--- src/rtl/mem_port_arbiter.sv ---
// mem_port_arbiter
// Shares one single-port backing memory between the I-cache refill path and
// the D-cache refill/writeback path. One line transfer is granted at a time.
// Ties go round-robin. The FSM walks the beat addresses of the line and
// routes data, valid and done back to whichever requester owns the burst.
//
// Ports
//   clk, rst_n            clock, asynchronous active-low reset
//   ic_req/ic_addr        I-cache line refill request and address
//   ic_rdata/valid/done   I-cache refill beat data, beat strobe, last-beat pulse
//   dc_req/dc_we/dc_addr  D-cache request (we=1 writeback, 0 refill), address
//   dc_wdata              writeback word for the current beat_idx
//   dc_rdata/valid/done   D-cache refill data, beat strobe, last-beat pulse
//   beat_idx              beat number within the active burst
//   mem_*                 single-beat memory port (req/we/addr/wdata/rdata/ready)
//   stall_fetch/stall_mem pipeline freeze while a request is outstanding
module mem_port_arbiter #(
  parameter int LINE_WORDS = 4,
  parameter int ADDR_W     = 32
) (
  input  logic                          clk,
  input  logic                          rst_n,
  input  logic                          ic_req,
  input  logic [ADDR_W-1:0]             ic_addr,
  output logic [31:0]                   ic_rdata,
  output logic                          ic_valid,
  output logic                          ic_done,
  input  logic                          dc_req,
  input  logic                          dc_we,
  input  logic [ADDR_W-1:0]             dc_addr,
  input  logic [31:0]                   dc_wdata,
  output logic [31:0]                   dc_rdata,
  output logic                          dc_valid,
  output logic                          dc_done,
  output logic [$clog2(LINE_WORDS)-1:0] beat_idx,
  output logic                          mem_req,
  output logic                          mem_we,
  output logic [ADDR_W-1:0]             mem_addr,
  output logic [31:0]                   mem_wdata,
  input  logic [31:0]                   mem_rdata,
  input  logic                          mem_ready,
  output logic                          stall_fetch,
  output logic                          stall_mem
);

  localparam int BW = $clog2(LINE_WORDS);
  // Byte-offset bits within a line; masking (rather than slicing) keeps every
  // address bit in use.
  localparam logic [ADDR_W-1:0] OFF_MASK = ADDR_W'(LINE_WORDS * 4 - 1);
  localparam logic [BW-1:0]     LAST_BEAT = BW'(LINE_WORDS - 1);

  typedef enum logic [1:0] {IDLE, IC_RD, DC_RD, DC_WR} state_t;
  typedef enum logic {GNT_IC, GNT_DC} grant_t;

  state_t            state;
  grant_t            last_grant;
  logic [ADDR_W-1:0] base_addr;
  logic              in_burst;
  logic              last_beat;
  logic              ic_pick;

  function automatic logic [ADDR_W-1:0] line_base(input logic [ADDR_W-1:0] a);
    return a & ~OFF_MASK;
  endfunction

  assign in_burst  = (state != IDLE);
  assign last_beat = (beat_idx == LAST_BEAT);
  // IC wins when it is alone, or on a tie when DC had the previous grant.
  assign ic_pick   = ic_req && (!dc_req || last_grant == GNT_DC);

  always_ff @(posedge clk or negedge rst_n) begin
    if (!rst_n) begin
      state      <= IDLE;
      beat_idx   <= '0;
      base_addr  <= '0;
      last_grant <= GNT_IC;
    end else begin
      case (state)
        IDLE: begin
          if (ic_pick) begin
            state      <= IC_RD;
            last_grant <= GNT_IC;
            base_addr  <= line_base(ic_addr);
            beat_idx   <= '0;
          end else if (dc_req) begin
            state      <= dc_we ? DC_WR : DC_RD;
            last_grant <= GNT_DC;
            base_addr  <= line_base(dc_addr);
            beat_idx   <= '0;
          end
        end
        default: begin
          // Requests are not re-examined mid-burst; the line always completes.
          if (mem_ready) begin
            if (last_beat) begin
              state    <= IDLE;
              beat_idx <= '0;
            end else begin
              beat_idx <= beat_idx + BW'(1);
            end
          end
        end
      endcase
    end
  end

  // Memory side. The base is line-aligned so the beat offset never carries.
  assign mem_req   = in_burst;
  assign mem_we    = (state == DC_WR);
  assign mem_addr  = base_addr + ADDR_W'({beat_idx, 2'b00});
  assign mem_wdata = mem_we ? dc_wdata : 32'd0;

  // Requester side
  assign ic_rdata    = mem_rdata;
  assign dc_rdata    = mem_rdata;
  assign ic_valid    = (state == IC_RD) && mem_ready;
  assign ic_done     = ic_valid && last_beat;
  assign dc_valid    = ((state == DC_RD) || (state == DC_WR)) && mem_ready;
  assign dc_done     = dc_valid && last_beat;
  assign stall_fetch = ic_req && !ic_done;
  assign stall_mem   = dc_req && !dc_done;

endmodule

--- config.mk ---
export PLATFORM = sky130hd
export DESIGN_NAME = mem_port_arbiter
export DESIGN_NICKNAME = d
export VERILOG_FILES = /design/src/rtl/mem_port_arbiter.sv
export SDC_FILE = /design/constraint.sdc
export NUM_CORES = 1
export LEC_CHECK = 0
export ABC_CLOCK_PERIOD_IN_PS = 2400
export CAP_MARGIN = 20
export CORE_AREA = 5 5 101 103
export DETAILED_ROUTE_END_ITERATION = 7
export DIE_AREA = 0 0 106 108
export DONT_BUFFER_PORTS = 1
export GPL_TIMING_DRIVEN = 0
export SYNTH_ARGS = -nofsm -noshare
export SYNTH_HDL_FRONTEND = slang
export SYNTH_SLANG_ARGS = --single-unit
--- constraint.sdc ---
create_clock -name clk -period 2.4 [get_ports clk]
set_clock_uncertainty 0.1 [all_clocks]
set_input_delay 0.24 -clock clk [delete_from_list [all_inputs] [get_ports clk]]
set_output_delay 0.24 -clock clk [all_outputs]
set_load 0.02 [all_outputs]
==> results of run 1 <==
==> metrics by stage <==
step	util	cell area, sq um
CTS	0.303	2760
finish	0.304	2770
global placement	0.287	2610
detailed placement	0.287	2610
global route	0.304	2770
floorplan	-	2470
==> Yosys cell counts, drive strengths merged <==
master / number
a21oi: 30
a22o: 1
a31o: 2
a31oi: 28
and2: 2
and3: 34
and3b: 1
buf: 83
clkbuf: 14
conb: 1
dfrtp: 33
ha: 1
inv: 3
mux2: 1
nand2: 4
nand2b: 1
nand3: 28
nor2: 3
nor2b: 1
nor3: 1
nor3b: 1
o21ai: 30
or2: 1
==> kinds of logic (layout without fill, tap and decap cells) <==
group	Yosys count	in the layout
compound gates	91	91
mux	1	1
buf+inv	100	114
other cells	1	3
fa+ha+maj	1	1
flops	33	33
simple gates	77	77
==> cell usage in the layout, fill, tap and decap left out, types with 4 or more instances in the layout <==
cell type | netlist | routed
buf_4 | 74 | 74
and3_1 | 34 | 34
dfrtp_1 | 33 | 33
a21oi_1 | 29 | 29
nand3_1 | 28 | 28
a31oi_1 | 28 | 28
o21ai_1 | 21 | 21
clkbuf_1 | 14 | 15
o21ai_0 | 9 | 9
buf_2 | 7 | 7
clkbuf_8 | 0 | 5
dlygate4sd3_1 | 0 | 5
nand2_1 | 4 | 4
==> path summary, 6_finish.rpt <==
kind,to,slack (ps),depth (start not counted)
setup / recovery,stall_fetch,220,4
hold / removal,base_addr[5],10,2
setup reg to reg,base_addr[23],830,6
hold reg to reg,last_grant,440,1
max in group asynchronous,base_addr[31],1690,2
min in group asynchronous,last_grant,320,2
==> report_power, final <==
group          internal, mW  switching, mW  leakage [nW]
clock                 0.202          0.225        0.0450
sequential            0.837          0.549         0.371
combinational         0.555           1.08         0.872
==> layer usage <==
layer,part of all wire,GRT usage
met5,0.0014,0
met4,0.0091,0.0333
met3,0.11,0.0573
met2,0.47,0.225
met1,0.41,0.188
==> registers in the layout (all words and copies together), names as in the netlist <==
register,count
base_addr,28
beat_idx,2
last_grant,1
state,2
==> repair_timing <==
action                                  CTS  global route
hold endpoints to repair                 36             1
endpoints found under the setup margin    1             0
hold buffers                              5             1
gates resized for setup                   1             0
==> cell type report <==
cell class              instances  share of cell area
multi-input cells             172               0.352
flip-flops and latches         33               0.298
plain buffers                  97               0.240
well taps                     111              0.0501
clock buffers                   6              0.0262
repair buffers                  6              0.0253
inverters                       3             0.00406
clock inverters                 2             0.00361
diodes                          1            0.000903
==> worst max-delay path, stage by stage, from the launching register on <==
cell and delay (ps):
dfrtp_1 530, ha_1 250, nand2_1 120, nor3b_2 440, nor2_1 220
==> summary.txt, run 1 <==
Status
  – Status: complete, no violations

Floorplanning
  – Starting Density: 0.271
  – Chip width: 106 um
  – I/O pins: 272
  – Die span in y: 108 um
  – Die area: 11400 sq um
  – CORE AREA: 9110 sq um
  – Standard-cell rows: 35

Placed design
  – Dpl ws: 233 ps
  – Placer congestion estimate: 0.809
  – Cell count after placement: 416
  – # port buffers: 0
  – Placed wire-length estimate: 7270 um

STA
  – FMAX: 458 MHz
  – Tcrit/Tclk final: 0.909
  – Endpoints failing hold: 0
  – Tightest Pin Transition: 624 ps
  – Final WS setup: 218 ps
  – Setup TNS: 0 ps
  – Slew Limit Fails: 0
  – RSZ-0062 raised after global routing: false
  – WHS: 10.3 ps
  – Post-route minimum period: 2180 ps
  – Slew HR: 0.584
  – Finish-stage setup viols: 0

Pwr
  – IR drop worst, VDD: 412 uV
  – Leakage power: 1.29 nW
  – Post-layout total power: 3.44 mW
  – Cell Pwr Density: 1240 nW/um^2

Yosys
  – Synthesized flop and latch total: 33
  – Largest family of logic cells by synthesized area: buffers and inverters
  – Yosys top cell area share: 0.334
  – Post-Synth XOR/XNOR Area: 0
  – Synthesized area: 2470 sq um
  – Simple-Gate Fraction of Synth Area: 0.176
  – Synth Area in Adders: 0.00507
  – Synth cell types: 29
  – Yosys warning total: 0
  – Synth Instances: 304
  – Mean post-synth cell area: 8.12 sq um
  – Multiplexer area fraction after synthesis: 0.00456
  – Sequential share of the synthesized area: 0.334
  – Post-synthesis compound-gate area fraction: 0.205
  – Area leader, netlist: dfrtp_1
  – Most area-consuming cells after synthesis: dfrtp_1, buf_4, and3_1

Worst setup path
  – Worst Path Max Fanout: 5
  – Worst setup EP type: output pin
  – Reg-to-Reg Start: state[1]
  – CP required: 2060 ps
  – Crit start category: flop
  – Crit Path Class: reg2out
  – Crit. Startpoint: beat_idx[0]
  – CP Data Arrival Time: 1840 ps

Clock tree
  – Clock Latency Late Sink: 290 ps
  – Clk buf depth: 2
  – CTS tree: yes
  – Clk root buf: clkbuf_8
  – H-tree Lvls: 2
  – Num CTS Buffers: 5
  – Clk slew on worst S/H paths: 80 ps
  – Post-CTS setup buffer count: 0
  – Sink Count: 33

Drt
  – Vias: 2366
  – Routed Antenna Nets: 0
  – Total wire length: 9250 um
  – DRT Pass-1 Iters: 5
  – Vias per cell: 5.49
  – Remaining DRCs: 0
  – 1st-iter DRT viols: 94
  – Avg WL per Cell: 21.5 um

Finish
  – Fill count: 977
  – FF+latch area: 826 sq um
  – Footprint of the multi-input gates: 976 sq um
  – Final Instance Count excl. Fillers: 431
  – Area growth syn-to-layout: 12.3%
  – Final #Nets: 453
  – Share of layout cells above drive strength 1: 0.310

Global route
  – Largest net degree at the start of global routing: 34
  – First-pass GRT wire length: 12800 um
  – Initial antenna violation count: 2
  – Total grt overflow: 0
  – Vias in the first global route: 2143
  – Global Route Usage Sum: 0.144

Hold path
  – Worst Hold Launch: ic_addr[5]
  – Min-delay worst type: in2reg

Flow run
  – Max-cap violations: 0
No activity file was read; power rests on OpenSTA's default activity.
==> run 2: changes to the inputs <==
--- a/config.mk
+++ b/config.mk
@@ -12,6 +12,7 @@
 export DIE_AREA = 0 0 106 108
 export DONT_BUFFER_PORTS = 1
 export GPL_TIMING_DRIVEN = 0
+export REMOVE_ABC_BUFFERS = 1
 export SYNTH_ARGS = -nofsm -noshare
 export SYNTH_HDL_FRONTEND = slang
 export SYNTH_SLANG_ARGS = --single-unit
==> summary.txt, run 2 (synthesized netlist as in run 1, its figures left out) <==
Drt
  – Routed Antenna Nets: 0
  – Remaining DRCs: 0
  – 1st-iter DRT viols: 133
  – Total wire length: 12100 um
  – Avg WL per Cell: 35.9 um
  – Vias per cell: 6.14
  – DRT Pass-1 Iters: 4
  – Vias: 2063

Floorplanning
  – Standard-cell rows: 35
  – CORE AREA: 9110 sq um
  – Die area: 11400 sq um
  – Die span in y: 108 um
  – Chip width: 106 um
  – Starting Density: 0.271
  – I/O pins: 272

Placed design
  – Placed wire-length estimate: 9790 um
  – Dpl ws: -140 ps
  – Placer congestion estimate: 0.731
  – # port buffers: 0

Clock tree
  – Clk slew on worst S/H paths: 70 ps
  – Num CTS Buffers: 5
  – Clk buf depth: 2
  – H-tree Lvls: 2
  – Clk root buf: clkbuf_8
  – CTS tree: yes
  – Sink Count: 33
  – Clock Latency Late Sink: 280 ps

Worst setup path
  – Slowest cell delay on critical path: 520 ps
  – Crit start category: flop
  – Reg-to-Reg Start: state[1]
  – WP buf/inv: 0
  – Worst setup EP type: output pin
  – FF-to-FF End: last_grant
  – CP Data Arrival Time: 1870 ps
  – R2R setup slack: 260 ps
  – CP max stage cell: dfrtp_2
  – Crit-path cells: ha_1, and3_1, nor2_1
  – Crit Path Class: reg2out
  – R2r worst-path depth: 4
  – Worst Path Max Fanout: 5
  – Critical path's top delay family: simple AND/OR/NAND/NOR gates
  – CP required: 2060 ps

Global route
  – First-pass GRT wire length: 16000 um
  – Initial antenna violation count: 0
  – Total grt overflow: 0
  – Global Route Usage Sum: 0.200
  – Largest net degree at the start of global routing: 41
  – Vias in the first global route: 2093

Finish
  – Diodes inserted: 0
  – Share of layout cells above drive strength 1: 0.116
  – Most frequent cells in the layout: and3_1, a21oi_1, dfrtp_1
  – Most common cell after layout, fill and taps aside: and3_1
  – Biggest regs: base_addr: 28 flops, beat_idx: 2 flops, state: 2 flops
  – Area growth syn-to-layout: -10.3%
  – Final #Nets: 359
  – Largest register FFs: 28
  – Register with the most flip-flops: base_addr

Pwr
  – IR drop worst, VDD: 392 uV
  – Leakage power: 0.920 nW
  – Cell Pwr Density: 1470 nW/um^2
  – Post-layout total power: 3.26 mW

Hold path
  – Min-delay worst type: in2reg
  – Worst Hold Launch: ic_addr[9]
  – Hold Path Cell Cnt: 2
  – Hold EP: base_addr[9]

STA
  – Tightest Pin Transition: 628 ps
  – Final WS setup: 187 ps
  – Slew HR: 0.580
  – Post-route minimum period: 2210 ps
  – RSZ-0062 raised after global routing: false
  – Slew Limit Fails: 0
  – Endpoints failing hold: 0
  – FMAX: 452 MHz
  – Finish-stage setup viols: 0
  – WHS: 13.4 ps
  – Tcrit/Tclk final: 0.922

Status
  – Status: complete, no violations

Flow run
  – Max-cap violations: 0
==> run 2: cell types whose count changed in the layout (fill, tap and decap cells not counted), sizes merged <==
cell         previous run  this run
buf                    84         6
dlygate4sd3             5         3
clkbuf                 20         6
diode                   1         0
==> run 2: worst max-delay path by stage <==
stage | startpoint | cells past startpoint | end | slack (ps)
floorplan | state[1] | 4 | last_grant | -390
global placement | state[1] | 4 | last_grant | -1420
detailed placement | state[1] | 4 | last_grant | -140
CTS | beat_idx[0] | 4 | stall_fetch | 50
global route | state[1] | 5 | base_addr[17] | 110
finish | beat_idx[0] | 3 | stall_mem | 190
==> run 2: stage by stage <==
stage / util / cell area [sq um] / setup TNS [ps] / cells
CTS: 0.239 / 2180 / 0 / 334
global placement: 0.214 / 1950 / -37650 / 319
floorplan: - / 1810 / -5490 / 208
detailed placement: 0.223 / 2030 / -2510 / 323
finish: 0.243 / 2220 / 0 / 336
global route: 0.243 / 2220 / 0 / 336
==> run 2: report_power, final <==
group | internal (mW) | switching (mW) | total [mW]
sequential | 0.841 | 0.704 | 1.54
combinational | 0.461 | 0.844 | 1.31
clock | 0.201 | 0.212 | 0.413
total | 1.50 | 1.76 | 3.26
==> run 2: layout make-up <==
cell class,instances,area (sq um)
clock inverters,2,10.0
repair buffers,9,163
inverters,3,11.3
multi-input cells,172,990
clock buffers,6,72.6
flip-flops and latches,33,831
fillers,983,6890
well taps,111,139
==> run 2: layer usage <==
layer	routed length, um	track usage
met5	0	0
met4	66	0.0278
met3	3020	0.233
met2	5470	0.314
met1	3490	0.174
==> run 2: what timing repair did <==
item / in CTS / in global routing
endpoints found under the hold margin: 34 / 1
gates cloned: 0 / 0
buffers inserted: 0 / 0
resized for setup: 5 / 2
hold buffers: 3 / 1
endpoints found under the setup margin: 26 / 1
